===== config.mk =====
export PLATFORM = sky130hd
export DESIGN_NAME = lmsm_sequencer
export DESIGN_NICKNAME = d
export VERILOG_FILES = /design/src/rtl/lmsm_sequencer.sv
export SDC_FILE = /design/constraint.sdc
export NUM_CORES = 1
export LEC_CHECK = 0
export ABC_AREA = 1
export ABC_CLOCK_PERIOD_IN_PS = 3110
export CELL_PAD_IN_SITES_DETAIL_PLACEMENT = 2
export CELL_PAD_IN_SITES_GLOBAL_PLACEMENT = 2
export CORE_UTILIZATION = 26
export CTS_CLUSTER_DIAMETER = 40
export DETAILED_ROUTE_END_ITERATION = 7
export PLACE_DENSITY_LB_ADDON = 0.05
export SLEW_MARGIN = 5
export SYNTH_ARGS = -nofsm -noshare
export SYNTH_HDL_FRONTEND = slang
export SYNTH_SLANG_ARGS = --single-unit

===== constraint.sdc =====
create_clock -name clk -period 3.11 [get_ports clk]
set_clock_uncertainty 0.15 [all_clocks]
set_input_delay 0.622 -clock clk [delete_from_list [all_inputs] [get_ports clk]]
set_output_delay 0.622 -clock clk [all_outputs]
set_load 0.02 [all_outputs]

===== src/rtl/lmsm_sequencer.sv =====
// Expands one LM/SM instruction into one register-transfer micro-op per set mask bit.
// Latency: the first micro-op is valid the cycle after accept; one micro-op per ex_ready beat after that.
// Backpressure: while ex_ready is low, all uop_* outputs and all state hold; decode is stalled in RUN.
module lmsm_sequencer (
    input  logic        clk,
    input  logic        rst_n,
    input  logic        dec_valid,
    input  logic [15:0] dec_instr,
    input  logic [15:0] dec_pc,
    output logic        dec_ready,
    output logic        fetch_stall,
    output logic [2:0]  rf_rd_addr1,
    input  logic [15:0] rf_data_1,
    output logic [2:0]  rf_rd_addr2,
    input  logic        ex_ready,
    input  logic        flush,
    output logic        uop_valid,
    output logic        uop_load,
    output logic [2:0]  uop_reg,
    output logic [15:0] uop_addr,
    output logic [15:0] uop_pc,
    output logic        uop_last
);

    typedef enum logic {
        IDLE = 1'b0,
        RUN  = 1'b1
    } state_t;

    localparam logic [3:0] OP_LM = 4'b0110;
    localparam logic [3:0] OP_SM = 4'b0111;

    state_t      state;
    state_t      state_nxt;

    logic [7:0]  mask_r;
    logic [15:0] base_r;
    logic [2:0]  cnt_r;
    logic        kind_r;
    logic [15:0] pc_r;

    logic [3:0]  opcode;
    logic        is_lmsm;
    logic        accept;
    logic        advance;
    logic [7:0]  mask_rest;
    logic        one_left;
    logic [2:0]  low_idx;
    logic        unused_instr_bit;

    assign opcode           = dec_instr[15:12];
    assign is_lmsm          = (opcode == OP_LM) || (opcode == OP_SM);
    assign accept           = (state == IDLE) && dec_valid && is_lmsm && !flush;
    assign advance          = (state == RUN) && ex_ready && !flush;
    assign unused_instr_bit = dec_instr[8];

    // Clearing the lowest set bit also tells us whether exactly one bit remains.
    assign mask_rest = mask_r & (mask_r - 8'd1);
    assign one_left  = (mask_r != 8'd0) && (mask_rest == 8'd0);

    always_comb begin
        low_idx = 3'd0;
        for (int i = 7; i >= 0; i--) begin
            if (mask_r[i]) begin
                low_idx = 3'(i);
            end
        end
    end

    always_ff @(posedge clk or negedge rst_n) begin
        if (!rst_n) begin
            state <= IDLE;
        end else begin
            state <= state_nxt;
        end
    end

    // Flush outranks both accept and advance.
    always_comb begin
        state_nxt = state;
        case (state)
            IDLE: begin
                if (accept && (dec_instr[7:0] != 8'd0)) begin
                    state_nxt = RUN;
                end
            end
            RUN: begin
                if (flush) begin
                    state_nxt = IDLE;
                end else if (ex_ready && one_left) begin
                    state_nxt = IDLE;
                end
            end
            default: state_nxt = IDLE;
        endcase
    end

    // Base is captured once, so an LM that overwrites Ra cannot disturb later addresses.
    always_ff @(posedge clk or negedge rst_n) begin
        if (!rst_n) begin
            mask_r <= 8'd0;
            base_r <= 16'd0;
            cnt_r  <= 3'd0;
            kind_r <= 1'b0;
            pc_r   <= 16'd0;
        end else if (flush) begin
            mask_r <= 8'd0;
        end else if (accept) begin
            mask_r <= dec_instr[7:0];
            base_r <= rf_data_1;
            cnt_r  <= 3'd0;
            kind_r <= (opcode == OP_LM);
            pc_r   <= dec_pc;
        end else if (advance) begin
            mask_r <= mask_rest;
            cnt_r  <= cnt_r + 3'd1;
        end
    end

    always_comb begin
        dec_ready   = (state == IDLE);
        fetch_stall = (state == RUN);
        rf_rd_addr1 = dec_instr[11:9];
        uop_valid   = (state == RUN);
        uop_load    = kind_r;
        uop_reg     = low_idx;
        uop_addr    = base_r + {13'd0, cnt_r};
        uop_pc      = pc_r;
        uop_last    = (state == RUN) && one_left;
        rf_rd_addr2 = low_idx;
    end

endmodule


After elaboration in Yosys (flattened, before gate mapping). Cells that the tools add are included.

Muxes and demuxes: 17. Reductions and logical operators: 18. Equal/unequal tests: 2. Add/sub/neg operators: 3. Bitwise logic cells: 3.

Operators with widths (count): 3-bit 2-to-1 mux (10); 8-bit 2-to-1 mux (3); 16-bit by 3-bit adder with 16-bit output (1); 8-bit nonzero test (2); 1-bit logical AND (9); 8-bit AND (1); 4-bit by 3-bit == test with 1-bit output (second input constant) (2); 8-bit zero test (1); 8-bit by 1-bit subtractor with 8-bit output (second input constant) (1); 2-bit AND reduction (2); 3-bit by 1-bit adder with 3-bit output (second input constant) (1); 1-bit 2-to-1 mux (3); 3-bit nonzero test (1); 1-bit NOT (2); 1-bit case mux with 2 select lines (1); 2-bit nonzero test (1); 1-bit zero test (1); 1-bit logical OR (1).

Register bits: 45. Output and inout bits: 46. Word-level logic and storage cells: 49.

Depth between registers and ports, before layout.
Depth in word-level cells: 8. Depth in mapped cells: 9. Gate-level depth less buffers: 9.

Worst setup path before layout. OpenSTA, ideal clock, no wires.

Path type: register to output. Start point: reg cnt_r[0]. End point: out uop_addr[10]. Arrival time: 1.815 ns. Buffers on the path: 0. Setup slack: 0.523 ns. Stages on the path, launching flop included: 10. Data required time: 2.338 ns. Path through: dfrtp_1 > ha_1 > inv_1 > fa_1 > inv_1 > a21oi_1 > nand3b_4 > nor2_1 > nand2_1 > xor2_1.

Longest elaborated chain between the ends: 1.

Ends and longest elaborated chain: start, declared (RTL line 38) `logic [2:0] cnt_r;`; start signal, assigned (RTL line 116) `cnt_r <= cnt_r + 3'd1;`; 16-bit by 3-bit adder with 16-bit output (RTL line 127) `uop_addr = base_r + {13'd0, cnt_r};`; end, declared (RTL line 20) `output logic [15:0] uop_addr,`.

No other way between the ends.

Worst setup path after layout.
Start point: reg base_r[0]. End point: out uop_addr[12].

Longest elaborated chain between the ends: 1.

Ends and longest elaborated chain: start, declared (RTL line 37) `logic [15:0] base_r;`; start signal, assigned (RTL line 110) `base_r <= rf_data_1;`; 16-bit by 3-bit adder with 16-bit output (RTL line 127).

No other way between the ends.

==> impl_results.md <==
* Status: completed
* Die area at a little under 10000 sq um
* CTS tree: built
* Die width at between 90 and 100 um
* Sequential share of power at approximately two fifths
* CTS Hold Bufs at 0
* Area grow syn2layout at 43.8%
* Post-Syn Area at approximately 2500 sq um
* Ys Warns at 0
* Final #Nets at between 400 and 500
* Detailed Route Iter0 Violations at 35
* Layout cells sized above 1 at 10.6%
* Ports at 99
* Die height at roughly 100 um
* P per Cell Area at 553 nW/um^2
* Vias per std cell at between 4 and 5
* Critical Path Start: base_r[0]
* Avg WL per Cell at between 10 and 15 um
* Sw Share at around 36%
* Leak at 1.75 nW
* Gr ovfl total at 0
* Worst-Margin Slew at between 0.4 and 0.5 ns
* VDD IR max at ~0.27 mV
* Clock Tree Buf Depth at 2
* Antenna violations before repair at 0
* Clock Power Share at roughly a fifth
* Crit path time final at a little under 3 ns
* Dominant synthesized flop cell: dfrtp_1
* Reg2reg start: fetch_stall
* Number of detailed-route iterations in the first pass at 4
* TritonCTS Sinks at 45
* Post-synth EDFFs at 0
* Largest net degree at the start of global routing at 23
* Estimated wirelength of the detail-placed design at roughly 6 mm
* Crit-path max FO at 2
* R2R Path End: uop_pc[6]
* ANT cells at 0
* Post-route DRC violation count at 0
* Startpoint types: flop
* ANT nets after route at 0
* Post-Syn Area per Cell at between 8 and 9 sq um
* H-tree Lvls at 2
* Period utilisation layout at a little over nine tenths
* NetSw at just over 0.7 mW
* Most frequent cells in the layout: nand2_1, clkdlybuf4s50_1, dfrtp_1
* Clock root buffer master: clkbuf_8
* Final Max Tran Viols at 0
* Core box area at ~9200 sq um
* RSZ-0062 raised after global routing: false
* Crit path DAT at ~2.2 ns
* Slew HR at between 70 and 80%
* Vias in the first global route at 2532
* CP endpoint kind: primary output
* Setup-failing EPs final at 0
* Max Clock Freq at approximately 0.34 GHz
* First-pass GRT wire length at about 12 mm
* # Max-Cap Violations at 0
* Total Negative Setup Slacks at 0 ns
* R2r setup slk at 1.28 ns
* Clock transition at path regs at ~0.09 ns
* # rows at 35
* Via count at about 2300
* Yosys cell types at 33
* Final GP Congestion at around 0.74
* Post-Syn Nets at between 300 and 400
* Worst Setup EP: uop_addr[12]
* Cells after synthesis at 306
* Worst Reg-to-Reg Cells at 7
* Flops & latches, synth at 45
* Total GRT Usage at 15.9%
* Clock Latency Late Sink at ~0.3 ns
* Hold Violations, Final at 0
* Min-Delay Path Class: input pin to asynchronous set/reset pin
* Crit Path Class: flop to primary output
* Ys async rst share at 100%
* P_int at about 1.3 mW
* Most common cell after layout, fill and taps aside: nand2_1
* Final wirelength at 7.31 mm
* Cts bufs inserted at 5
* Sequential share of the synthesized area at around 45%
* Power share of the combinational group at between 30% and 40%
* Starting density of the core at a little over a quarter
* Worst EP required at roughly 2.3 ns
* IO buf count at 91
* Tot Pwr at between 1.5 and 2 mW
## routing by layer
metal  GRT usage (%)  vias to the layer above  share of wire (%)
met3            3.44                        5                4.7
met2            29.0                       49                 51
met4            5.20                        0                1.1
met5               0                        -                  0
met1            18.5                     1138                 43
li1                -                     1120                  -
## repair_timing
action / in CTS / in global routing
setup buffers: 0 / 0
cloned: 0 / 0
gates resized for setup: 16 / 7
endpoints found under the setup margin: 10 / 7
## registers in the layout (all words and copies together) (netlist names)
signal / cells
mask_r: 8
uop_pc: 16
cnt_r: 3
uop_load: 1
fetch_stall: 1
base_r: 16
## worst min path at each step
| stage | from | to | slack [ns] |
|---|---|---|---|
| 6_report | rst_n | base_r[6] | 0.09 |
| 5_1_grt | rst_n | base_r[2] | 0.10 |
| 4_1_cts | rst_n | base_r[6] | 0.09 |
| 3_5_place_dp | uop_pc[0] | uop_pc[0] | 0.31 |
| 3_3_place_gp | uop_pc[3] | uop_pc[3] | 0.30 |
| 2_1_floorplan | rst_n | base_r[0] | 0.18 |
## cell usage after synthesis (2+ instances only)
master,instances,share of area (%)
a21oi_1,5,1.0
buf_2,3,0.61
buf_4,7,2.1
buf_6,5,2.3
dfrtp_1,45,45
ha_1,4,2.0
inv_1,29,4.4
inv_2,4,0.61
nand2_1,117,18
nand2_2,5,1.3
nand3_1,6,1.2
nand4_1,3,0.76
nor2_1,13,2.0
nor2_2,4,1.0
nor2_4,3,1.4
nor3_1,3,0.61
nor4_1,2,0.50
o211ai_1,3,0.91
o21ai_0,9,1.8
o21ai_1,9,1.8
o21ai_2,2,0.71
xnor2_1,2,0.71
xor2_1,13,4.6
## power by group through the flow
stage                     Sequential, mW  Clock (mW)  Combinational, mW
final                              0.791       0.399              0.778
after global routing               0.809       0.441              0.859
after CTS                          0.795       0.424              0.807
after detailed placement           0.807           0              0.823
after global placement             0.798           0              0.802
after floorplan                    0.849           0              0.362
## stage by stage
stage	area, sq um	hold slack (ns)	util, %	cells	setup slack (ns)
after floorplan	2480	0.176	-	306	0.523
after global placement	3470	0.303	37.6	517	0.0525
after detailed placement	3470	0.312	37.6	517	0.0126
after CTS	3570	0.0869	38.6	525	0.00860
after global routing	3560	0.102	38.6	525	0.00704
final	3560	0.0851	38.6	525	0.153
## critical path, stage by stage (launching register included)
cell,delay (ns)
dfrtp_1,0.36
ha_1,0.18
inv_1,0.06
fa_1,0.41
inv_1,0.08
a21oi_1,0.08
nor2_2,0.16
nand4_1,0.12
xor2_1,0.15
clkdlybuf4s15_1,0.31
## layout make-up
type,instances,area (sq um)
sequential,45,1130
inverter,33,124
multi-input combinational,213,1110
fill,1057,5680
clock buffer,7,96.3
timing repair buffer,97,936
tap,129,161
clock inverter,1,5.00
## cells by family after synthesis
family / share of synthesized area (%)
buffers and inverters: 9.99
and+or+nand+nor: 28.5
adders and majority gates: 2.83
DFF: 45.4
xor gates and xnor gates: 5.30
AOI/OAI and AO/OA: 7.93
No activity file was read; power rests on OpenSTA's default activity.
